`src/rtl/bus_if_pkg.sv`:
```
// Shared definitions for the CPU-side bus master interface: state encodings,
// timeout counter width and the bus polarity constants.
package bus_if_pkg;

    localparam int BUS_IF_STATE_W   = 2;
    localparam int BUS_IF_TIMEOUT_W = 8;

    typedef logic [BUS_IF_STATE_W-1:0] BusIfStateBus;

    typedef enum BusIfStateBus {
        BUS_IF_STATE_IDLE   = 2'd0,
        BUS_IF_STATE_REQ    = 2'd1,
        BUS_IF_STATE_ACCESS = 2'd2,
        BUS_IF_STATE_STALL  = 2'd3
    } BusIfState;

    localparam logic ENABLE_      = 1'b0;
    localparam logic DISABLE_     = 1'b1;
    localparam logic READ         = 1'b1;
    localparam logic WRITE        = 1'b0;
    localparam logic RESET_ENABLE = 1'b0;

endpackage

```
`src/rtl/bus_if.sv`:
```
// Bus master interface: turns a pipeline memory request into a request/grant,
// one-cycle address strobe and ready handshake, with a timeout abort.
module bus_if
    import bus_if_pkg::*;
#(
    parameter int ADDR_W  = 30,
    parameter int DATA_W  = 32,
    parameter int TIMEOUT = 255
) (
    input  logic              clk,
    input  logic              reset,
    input  logic              stall,
    input  logic              flush,
    input  logic              as_,
    input  logic              rw,
    input  logic [ADDR_W-1:0] addr,
    input  logic [DATA_W-1:0] wr_data,
    output logic [DATA_W-1:0] rd_data,
    output logic              busy,
    output logic              err,
    output logic              bus_req_,
    input  logic              bus_grnt_,
    output logic              bus_as_,
    output logic              bus_rw,
    output logic [ADDR_W-1:0] bus_addr,
    output logic [DATA_W-1:0] bus_wr_data,
    input  logic [DATA_W-1:0] bus_rd_data,
    input  logic              bus_rdy_
);

    localparam logic [BUS_IF_TIMEOUT_W-1:0] TIMEOUT_CNT = BUS_IF_TIMEOUT_W'(TIMEOUT);

    BusIfState                   state_q, state_d;
    logic                        busReq_q, busReq_d;
    logic                        busAs_q, busAs_d;
    logic                        busRw_q, busRw_d;
    logic [ADDR_W-1:0]           busAddr_q, busAddr_d;
    logic [DATA_W-1:0]           busWrData_q, busWrData_d;
    logic [DATA_W-1:0]           rdBuf_q, rdBuf_d;
    logic [BUS_IF_TIMEOUT_W-1:0] count_q, count_d;

    // Next-state and handshake decode; busy/err/rd_data are combinational so the
    // pipeline can advance in the very cycle the slave answers.
    always_comb begin
        state_d     = state_q;
        busReq_d    = busReq_q;
        busAs_d     = busAs_q;
        busRw_d     = busRw_q;
        busAddr_d   = busAddr_q;
        busWrData_d = busWrData_q;
        rdBuf_d     = rdBuf_q;
        count_d     = count_q;
        busy        = 1'b0;
        err         = 1'b0;
        rd_data     = '0;

        unique case (state_q)
            BUS_IF_STATE_IDLE: begin
                if (as_ == ENABLE_ && !flush) begin
                    busy        = 1'b1;
                    busReq_d    = ENABLE_;
                    busRw_d     = rw;
                    busAddr_d   = addr;
                    busWrData_d = wr_data;
                    state_d     = BUS_IF_STATE_REQ;
                end
            end
            BUS_IF_STATE_REQ: begin
                busy = 1'b1;
                if (bus_grnt_ == ENABLE_) begin
                    busAs_d = ENABLE_;
                    count_d = '0;
                    state_d = BUS_IF_STATE_ACCESS;
                end
            end
            BUS_IF_STATE_ACCESS: begin
                busAs_d = DISABLE_;
                // Ready is tested before the timeout so a late answer still completes.
                if (bus_rdy_ == ENABLE_) begin
                    rd_data  = bus_rd_data;
                    rdBuf_d  = bus_rd_data;
                    busReq_d = DISABLE_;
                    state_d  = stall ? BUS_IF_STATE_STALL : BUS_IF_STATE_IDLE;
                end else if (count_q == TIMEOUT_CNT) begin
                    err      = 1'b1;
                    rdBuf_d  = '0;
                    busReq_d = DISABLE_;
                    state_d  = stall ? BUS_IF_STATE_STALL : BUS_IF_STATE_IDLE;
                end else begin
                    busy    = 1'b1;
                    count_d = count_q + 1'b1;
                end
            end
            BUS_IF_STATE_STALL: begin
                rd_data = rdBuf_q;
                if (!stall) begin
                    state_d = BUS_IF_STATE_IDLE;
                end
            end
            default: begin
                state_d = BUS_IF_STATE_IDLE;
            end
        endcase

        if (reset == RESET_ENABLE) begin
            busy    = 1'b0;
            err     = 1'b0;
            rd_data = '0;
        end
    end

    // State and bus registers; reset releases the bus immediately.
    always_ff @(posedge clk) begin
        if (reset == RESET_ENABLE) begin
            state_q     <= BUS_IF_STATE_IDLE;
            busReq_q    <= DISABLE_;
            busAs_q     <= DISABLE_;
            busRw_q     <= READ;
            busAddr_q   <= '0;
            busWrData_q <= '0;
            rdBuf_q     <= '0;
            count_q     <= '0;
        end else begin
            state_q     <= state_d;
            busReq_q    <= busReq_d;
            busAs_q     <= busAs_d;
            busRw_q     <= busRw_d;
            busAddr_q   <= busAddr_d;
            busWrData_q <= busWrData_d;
            rdBuf_q     <= rdBuf_d;
            count_q     <= count_d;
        end
    end

    assign bus_req_    = busReq_q;
    assign bus_as_     = busAs_q;
    assign bus_rw      = busRw_q;
    assign bus_addr    = busAddr_q;
    assign bus_wr_data = busWrData_q;

endmodule
```
`config.mk`:
```
export PLATFORM = sky130hd
export DESIGN_NAME = bus_if
export DESIGN_NICKNAME = d
export VERILOG_FILES = /design/src/rtl/bus_if_pkg.sv /design/src/rtl/bus_if.sv
export SDC_FILE = /design/constraint.sdc
export NUM_CORES = 1
export LEC_CHECK = 0
export BUFFER_PORTS_ARGS = -buffer_cell sky130_fd_sc_hd__buf_2
export CAP_MARGIN = 20
export CORE_UTILIZATION = 45
export CTS_CLUSTER_SIZE = 24
export DETAILED_ROUTE_END_ITERATION = 8
export PLACE_DENSITY = 0.82
export SLEW_MARGIN = 20
export SYNTH_ARGS = -nofsm -noshare
export SYNTH_HDL_FRONTEND = slang
export SYNTH_SLANG_ARGS = --single-unit
```
`constraint.sdc`:
```
create_clock -name clk -period 2.4 [get_ports clk]
set_input_delay 0.36 -clock clk [delete_from_list [all_inputs] [get_ports clk]]
set_output_delay 0.36 -clock clk [all_outputs]
set_load 0.03 [all_outputs]
```
* Word level (Yosys, flattened, before mapping) *
Cells that the tools add are included.

word-level totals
  flip-flop bits (word level) = 107
  bits of input ports = 102
  output and inout port bits = 99

cells by class
  add/subtract/negate cells = 1
  equality and inequality tests = 11
  muxes and demuxes = 31
  bitwise operators = 1
  reductions and logical operators = 11

operators by type and width
  cell                   count
  $mux W32               4
  $pmux W32 S2           1
  $mux W8                3
  $pmux W8 S2            1
  $mux W1                12
  $mux W2                6
  $ne A2 B2 Y1 const B   5
  $add A8 B1 Y8 const B  1
  $eq A8 B8 Y1 const B   1
  $pmux W2 S4            1
  $reduce_and A4 Y1      2
  $reduce_and A2 Y1      3
  $eq A2 B2 Y1 const B   2
  $pmux W1 S2            2
  $reduce_bool A2 Y1     2
  $ne A3 B3 Y1 const B   1
  $pmux W1 S3            1
  $reduce_and A3 Y1      1
  $eq A2 B1 Y1 const B   1
  $logic_not A2 Y1       1
  $ne A2 B1 Y1 const B   1
  $logic_and A1 B1 Y1    1
  $logic_not A1 Y1       1
  $not A1 Y1             1

* Longest topological paths before layout *
  word-level depth = 5
  depth in mapped cells = 6

* Least setup slack after synthesis *
OpenSTA, ideal clock, no wires.

  kind = register to output
  start = register state_q[1]
  end = output port err
  arrival time = 1.659 ns
  data required time = 2.040 ns
  setup slack = 0.381 ns
  cell stages (with the launch flop) = 4
  cell sequence = dfxtp_1 > and2b_1 > nand2_1 > nor4_1

between the ends
  longest elaborated chain between the ends = 3

ends and longest elaborated chain
  item                      line           text
  start: declaration        bus_if.sv:33   BusIfState state_q, state_d;
  start signal: assignment  bus_if.sv:124  state_q <= state_d;
  $eq A2 B2 Y1              bus_if.sv:57   unique case (state_q)
  $mux W1                   bus_if.sv:57
  $mux W1                   bus_if.sv:105  if (reset == RESET_ENABLE) begin
  end: declaration          bus_if.sv:20   output logic err,

Every way passes these cells.

* Final worst setup path *
  start = register state_q[1]
  end = output port rd_data[17]

between the ends
  longest elaborated chain between the ends = 3

ends and longest elaborated chain
  item              line           text
  $eq A2 B2 Y1      bus_if.sv:57
  $pmux W32 S2 (*)  bus_if.sv:57
  $mux W32 (*)      bus_if.sv:105
  end: declaration  bus_if.sv:18   output logic [DATA_W-1:0] rd_data,

Mark *: on every way between the ends. The rest lies on a longest branch, timed or not.

==> out/results.ini <==
[critical_path]
setup.worst_path.end_class=output port
crit_family=simple AND/OR/NAND/NOR gates
crit_required_ns=2.04
cp.arrival_ns=1.93
cp_slowest_cell=dfxtp_1
critPathLaunchType=register
critPathMaxStageDelay_ns=0.46
crit_type=register to output port
critPathMaxFanout=32
crit_chain=and2b_1, nand2_1, nor2_4, buf_12, a22o_1, buf_2
cp.buffers_inverters=2

[global_route]
grt_usage=0.215
grt_overflow=0
antenna_found_initial=0
grt_max_degree=75
grt_pass1_wl_mm=16.8
grt_pass1_vias=3932

[synthesis]
synth_top_area_share=0.530
synth_cell_types=35
yosysTopAreaCell=dfxtp_1
synthTopCellsByArea=dfxtp_1 53%, a22o_1 14%, nand2_1 13%, a21oi_1 8.2%, clkbuf_1 2.3%
ys_async_sr_fraction=0
ys_seq_area_frac=0.530
yosysWarnings=0
synth_flop_cell=dfxtp_1
syn-num-nets=566
synth_common_cells=139 x nand2_1, 107 x dfxtp_1, 66 x a21oi_1
synth_cells=463
netlist_area_mm2=0.00404
synth_seq_cells=107
yosysMostFrequentCell=nand2_1
synth_edf_count=0
syn_avg_cell_area_um2=8.73

[clocking]
h-tree-depth=3
numClockSinks=107
cts-buffers-inserted=9
cts_buffer_depth=2
cts_root_buf=clkbuf_8
cts_hold_buf=0
clk_pin_slew_ns=0.10
cts_tree=built
clk_latency_ns=0.36

[floorplanning]
die-area_mm2=0.00936
fp.dieW_um=96.8
core_mm2=0.00872
num_rows=34
die_y_um=96.8
initial_core_util=0.463
boundaryPins=201

[sta]
fin_crit_ns=2.29
max-slew-margin-rel=0.512
fmax_ghz=0.437
hold-worst-slack_ns=0.206
hold_viol=0
setup_viol=0
finClkSkew_ns=0.0127
drv_slew=0
worst_pin_slew_ns=0.731
post-route-period-util=0.953
fin_ws_ns=0.112

[placed_design]
dp.cells=745
post_dp_cell_area_mm2=0.00513
gp_congestion=0.808
place.detailed.hpwl_mm=7.28
place_ws_ns=0.401
numPortBuffers=200

[power]
p_leak_nw=2.47
total_power_mw=3.50
p_per_area_mw_per_mm2=649
ir_drop_uv=371

[route]
dr.first_iter.drc_count=202
routed-via-count=4031
ant_nets=0
viasPerCell=5.28
drc=0
firstDrtPassIters=4
post_drt_wl_per_cell_um=13.7
wirelength_mm=10.5

[flow_run]
max-cap-violations=0

[layout]
layout-drive-gt1-share=0.360
syn2layout_area_growth_pct=33.5
nNetsFinal=754
postLayoutCellArea_mm2=0.00539
final_cells=764
diodes=0

[worst_hold_path]
hp-class=input port to register

[run_status]
outcome=finished, final reports clean

==> power breakdown <==
| group | switching (mW) | leakage, nW | total [mW] | internal (mW) |
|---|---|---|---|---|
| Combinational | 0.323 | 1.50 | 0.494 | 0.171 |
| Sequential | 0.0364 | 0.869 | 1.88 | 1.84 |
| Clock | 0.628 | 0.106 | 1.13 | 0.500 |
| Total | 0.988 | 2.47 | 3.50 | 2.51 |
==> worst reg2reg max path, delay by kind of cell, from the launching register on <==
family / cells / cell delay [ns]
AOI/OAI and AO/OA: 2 / 0.58
DFF: 1 / 0.43
and+or+nand+nor: 2 / 0.27
adders and majority gates: 1 / 0.26
buffers and inverters: 1 / 0.19
==> cells by family (layout without fill, tap and decap cells) <==
| group | Yosys count | after routing | share of synthesized area |
|---|---|---|---|
| and+or+nand+nor | 164 | 164 | 0.166 |
| AOI/OAI and AO/OA | 153 | 153 | 0.262 |
| DFF | 107 | 107 | 0.530 |
| buffers and inverters | 38 | 231 | 0.0390 |
| adders and majority gates | 1 | 1 | 0.00310 |
==> per-layer routing <==
| metal | up-vias | share of wire | GRT usage |
|---|---|---|---|
| met5 | - | 0 | 0 |
| met4 | 0 | 0.020 | 0.0896 |
| met3 | 16 | 0.076 | 0.0636 |
| met2 | 157 | 0.49 | 0.388 |
| met1 | 1855 | 0.41 | 0.233 |
| li1 | 2003 | - | - |
==> stage by stage <==
step	setup TNS, ns	utilization
3_3_place_gp	0	0.589
6_report	0	0.619
5_1_grt	-0.000806	0.619
2_1_floorplan	0	-
4_1_cts	0	0.613
3_5_place_dp	0	0.589
==> flip-flops by register name, indices dropped and copies added (netlist names) <==
register     flops
bus_wr_data     32
rdBuf_q         32
bus_addr        30
count_q          8
state_q          2
bus_as_          1
bus_req_         1
bus_rw           1
==> path summary, 6_finish.rpt <==
check	from	to	slack, ns	cells after the start
max	state_q[1]	rd_data[17]	0.11	6
min	rw	bus_rw	0.21	3
max reg2reg	count_q[0]	count_q[3]	0.59	6
min reg2reg	bus_req_	bus_req_	0.45	2
==> placed cells by master, fill, tap and decap left out, drive strengths merged, types with 2 or more instances in the layout <==
cell      n
o211ai    3
buf     211
clkbuf   10
inv       6
nor4      2
o31ai     2
nor3      2
a22o     64
o21ai     6
nor2      3
a31oi     3
clkinv    3
nand4     2
a21oi    67
nand2   139
dfxtp   107
nand3    11
or4       2
==> repair_timing <==
action | 4_1_cts | 5_1_grt
hold endpoints to repair | 0 | 0
resized for setup | 1 | 1
gates cloned | 0 | 1
setup buffers | 0 | 2
pin swaps | 0 | 1
endpoints found under the setup margin | 1 | 32
==> final cells by class <==
type                       instances  area [µm²]
inverter                           3        11.3
clock inverter                     7        81.3
clock buffer                       9         124
timing repair buffer             212        1120
sequential                       107        2140
tap                              108         135
fill                             726        3330
multi-input combinational        318        1780
Power figures use the tool's default switching activity.
